$ cat src/rtl/wb_queue.sv
// Writeback queue: buffers multi-cycle results in order and retires one result per cycle, with ALU priority.
// Optional WB_QUEUE_BYPASS_EN lets a push into an idle, empty queue go straight to the output stage.
module wb_queue #(
  parameter int DEPTH = 4,
  parameter int XLEN  = 32
) (
  input  logic                     clk,
  input  logic                     rst,
  input  logic                     alu_valid,
  input  logic [4:0]               alu_rd,
  input  logic [XLEN-1:0]          alu_data,
  input  logic                     in_valid,
  output logic                     in_ready,
  input  logic [4:0]               in_rd,
  input  logic [XLEN-1:0]          in_data,
  output logic [4:0]               rd_wb,
  output logic [XLEN-1:0]          wb_data,
  output logic                     wb_en_5,
  output logic [$clog2(DEPTH):0]   count
);

  localparam int AW = $clog2(DEPTH);
  localparam logic [AW:0] FULL = (AW+1)'(DEPTH);

  logic [4:0]      mem_rd   [DEPTH];
  logic [XLEN-1:0] mem_data [DEPTH];
  logic [AW-1:0]   wr_ptr;
  logic [AW-1:0]   rd_ptr;

  logic alu_win;
  logic empty;
  logic push_nz;
  logic pop;
  logic byp;
  logic store;

  assign in_ready = (count != FULL);
  assign empty    = (count == '0);
  assign alu_win  = alu_valid && (alu_rd != 5'd0);
  assign push_nz  = in_valid && in_ready && (in_rd != 5'd0);
  assign pop      = !alu_win && !empty;

`ifdef WB_QUEUE_BYPASS_EN
  assign byp = !alu_win && empty && push_nz;
`else
  assign byp = 1'b0;
`endif

  // x0 results are accepted by the handshake but never occupy a slot
  assign store = push_nz && !byp;

  always_ff @(posedge clk) begin
    if (store) begin
      mem_rd[wr_ptr]   <= in_rd;
      mem_data[wr_ptr] <= in_data;
    end
  end

  always_ff @(posedge clk or negedge rst) begin
    if (!rst) begin
      wr_ptr <= '0;
      rd_ptr <= '0;
      count  <= '0;
    end else begin
      if (store) wr_ptr <= wr_ptr + 1'b1;
      if (pop)   rd_ptr <= rd_ptr + 1'b1;
      unique case ({store, pop})
        2'b10:   count <= count + 1'b1;
        2'b01:   count <= count - 1'b1;
        default: count <= count;
      endcase
    end
  end

  always_ff @(posedge clk or negedge rst) begin
    if (!rst) begin
      wb_en_5 <= 1'b0;
      rd_wb   <= '0;
      wb_data <= '0;
    end else begin
      unique case (1'b1)
        alu_win: begin
          wb_en_5 <= 1'b1;
          rd_wb   <= alu_rd;
          wb_data <= alu_data;
        end
        pop: begin
          wb_en_5 <= 1'b1;
          rd_wb   <= mem_rd[rd_ptr];
          wb_data <= mem_data[rd_ptr];
        end
        byp: begin
          wb_en_5 <= 1'b1;
          rd_wb   <= in_rd;
          wb_data <= in_data;
        end
        default: begin
          wb_en_5 <= 1'b0;
        end
      endcase
    end
  end

endmodule

$ cat config.mk
export PLATFORM = sky130hd
export DESIGN_NAME = wb_queue
export DESIGN_NICKNAME = d
export VERILOG_FILES = /design/src/rtl/wb_queue.sv
export SDC_FILE = /design/constraint.sdc
export NUM_CORES = 1
export LEC_CHECK = 0
export CAP_MARGIN = 20
export CORE_UTILIZATION = 45
export DETAILED_ROUTE_END_ITERATION = 10
export DONT_BUFFER_PORTS = 1
export GPL_TIMING_DRIVEN = 0
export PLACE_DENSITY = 0.68
export SYNTH_ARGS = -nofsm -noshare
export SYNTH_HDL_FRONTEND = slang
export SYNTH_SLANG_ARGS = --single-unit
$ cat constraint.sdc
create_clock -name clk -period 5.4 [get_ports clk]
set_input_delay 1.35 -clock clk [delete_from_list [all_inputs] [get_ports clk]]
set_output_delay 1.35 -clock clk [all_outputs]
set_load 0.02 [all_outputs]
==> metrics <==
relative max-transition margin 0.565; cell mode on critical path xor2_1; H-tree depth 4; Setup Crit Path Kind input port to flop; Worst Tran Pin Value 0.653 ns; Max VDD drop approximately 310 µV; Fin Clk Skew 0.00539 ns; final instance area 0.00843 mm²; sequential share of the synthesized area 0.746; placed inst area about 0.008 mm²; fmax 312 MHz; Adder-Cell Fraction of Synth Area 0.0111; FP Rows 46; Min-Delay Startpoint wr_ptr[1]; Core ar. 0.0161 mm²; Most Crowded Layer GR met2; Syn Nets 520; CP max-delay cell or4_1; largest family of logic cells by synthesized area multiplexers; Mapped Cells 436; Layout Utilization 0.525; WL per Instance 21.9 µm; Initial Util 0.465; total CTS buffers 17; drt pass-1 iters 4; layout cells sized above 1 0.203; vias in the first global route 4132; Ant. Diodes 0; unrepaired setup endpoints after global routing false; count leader, synth edfxtp_1; initial antenna violation count 0; simple-gate area share of the yosys netlist 0.0655; Max Slew Vio Count 0; PwrDens 563 mW/mm²; Worst setup EP type flop; die area 0.0171 mm²; post-DP HPWL 9850 µm; total I/O pin count 120; Post-Route Setup TNS 0 ns; Final Hold Viols 0; Yosys top cell area share 0.595; Vias around 3800; fin nets 543; Vias/cell 5.56; GRT met2 Usage 0.333; Worst Hold End wr_ptr[1]; Root Driver clkbuf_16; most frequent cells after synthesis edfxtp_1, nand2_1, dfrtp_1; number of synthesized flops with an enable pin 148; P_leak just under 3 nW; #FFs+latches synth 193; top post-synthesis cells by area edfxtp_1, dfrtp_1, mux4_2; Synth cell types 26; RR Startpoint count[2]; Clock Tree Buf Depth 2; ys async rst share 0.233; dominant synthesized flop cell edfxtp_1; antenna viol nets, final 0; DRC 0; DR iter-0 viols 232; critical path, cell by cell or4_1 > o21ai_2 > and2_1 > ha_1 > inv_1 > fa_1 > xor2_1 > nor2_1 > xor2_1; Die Width approximately 130 µm; chip height 131 µm; cts hold-fix bufs 0; r2r setup slk 2.81 ns; Synth Warn # 0; Post-Synth XOR/XNOR Area 0.00704; CP startpoint kind input port; largest net degree at the start of global routing between 40 and 50; post-synth top area cell edfxtp_1; buffer and inverter count on the worst path 1; M1 GR Usage 0.235; WP data required 5.74 ns; Worst Hold Class flop to flop; GRT Total Usage 0.192; multiplexer area fraction after synthesis 0.114; Worst path max stage delay 0.52 ns; Overflow after GRT 0; Top Family by Delay on Critical Path simple AND/OR/NAND/NOR gates; Synth Area per Inst 17.1 µm²; clk sink count 193; Hold Path Cell Cnt 1; R2R depth 9; critical path fanouts, max 5; Period minus WS final 3.21 ns; final period utilization 0.594; first-pass GRT wire length around 23000 µm; outcome complete, no violations; reg2reg end count[2]; Worst Path Arrival 3.55 ns; TritonCTS clock tree yes; GPL Wtd Cong slightly below 0.7; Clk Latency, worst-skew pair between 0.4 and 0.5 ns; Final Setup Violations 0; synthesis-to-finish area growth 13.0%; final wirelength 15000 µm; met3 Use GR 0.0603; Clk pin slew, worst setup/hold paths 0.07 ns; max_cap viols 0; post_cts resized 0; Compound-Gate Fraction of Synth Area 0.0355; mapped cell area 0.00747 mm²; Post-CTS Repair Setup Buffers 0; fillers around 1300; IO Port Bufs 0
==> cell type report <==
| cell class | count | area, µm² | share of cell area |
|---|---|---|---|
| Timing Repair Buffer | 4 | 80.1 | 0.00949 |
| Tap cell | 216 | 270 | 0.0320 |
| Clock inverter | 14 | 183 | 0.0217 |
| Clock buffer | 18 | 429 | 0.0509 |
| Sequential cell | 193 | 5570 | 0.660 |
| Buffer | 24 | 130 | 0.0154 |
| Multi-Input combinational cell | 213 | 1750 | 0.207 |
| Inverter | 6 | 22.5 | 0.00267 |
==> routing by layer <==
layer  wire, µm  vias to the layer above
li1           -                     1697
met1       6180                     1995
met2       7730                      121
met3       1020                        9
met4        108                        0
met5          0                        -
==> cell families (layout without fill, tap and decap cells) <==
logic type / Yosys count / after routing
AND/OR/NAND/NOR: 123 / 123
buffers and inverters: 30 / 66
multiplexers: 39 / 39
flip-flops: 193 / 193
XOR/XNOR: 6 / 6
AO/OA/AOI/OAI: 39 / 39
adder cells (fa/ha/maj): 6 / 6
==> placed cells by master (no fill, tap or decap) <==
cell	count
nor2_1	37
bufinv_16	3
clkbuf_1	9
a31oi_1	34
nand2_1	74
ha_1	5
clkbuf_16	17
xnor2_1	3
clkinv_2	1
buf_2	11
mux4_2	37
o21ai_2	1
fa_1	1
buf_4	3
nand3_1	3
o211a_1	1
buf_6	2
nor3_1	1
a32oi_1	1
and2_2	4
a31oi_2	2
or4_1	2
edfxtp_1	148
mux2i_1	1
or3_1	1
inv_8	2
inv_6	1
xor2_1	3
mux2_2	1
clkinvlp_4	4
dfrtp_1	45
inv_1	6
and2_1	1
clkinv_4	3
buf_12	4
==> power by group <==
| part | internal, mW | leakage, nW | switching, mW | total, mW |
|---|---|---|---|---|
| clock | 0.738 | 0.287 | 0.547 | 1.28 |
| combinational | 0.520 | 0.774 | 0.656 | 1.18 |
| sequential | 1.98 | 1.87 | 0.302 | 2.28 |
==> per-stage QoR <==
stage                     hold slack [ns]  std cells  power, mW  setup WS (ns)
after CTS                           0.576        688       4.81           2.21
after global placement              0.544        652       3.45           1.54
after global routing                0.586        688       4.99           2.02
final                               0.575        688       4.74           2.19
after floorplan                     0.534        436       3.15           2.11
after detailed placement            0.560        656       3.53           1.76
==> how the worst max path moves through the flow <==
stage / from / endpoint / depth (start not counted) / slack, ns
after floorplan: alu_rd[2] / count[2] / 9 / 2.11
after global placement: in_rd[3] / mem_data[3][25] / 3 / 1.54
after detailed placement: alu_rd[2] / count[2] / 9 / 1.76
after CTS: alu_rd[2] / count[2] / 9 / 2.21
after global routing: alu_rd[2] / count[2] / 9 / 2.02
final: alu_rd[2] / count[2] / 9 / 2.19
==> sequential cells by signal, summed over array words and instances, names as in the netlist <==
name      count
count         3
mem_data    128
mem_rd       20
rd_ptr        2
rd_wb         5
wb_data      32
wb_en_5       1
wr_ptr        2
Power figures use the tool's default switching activity.
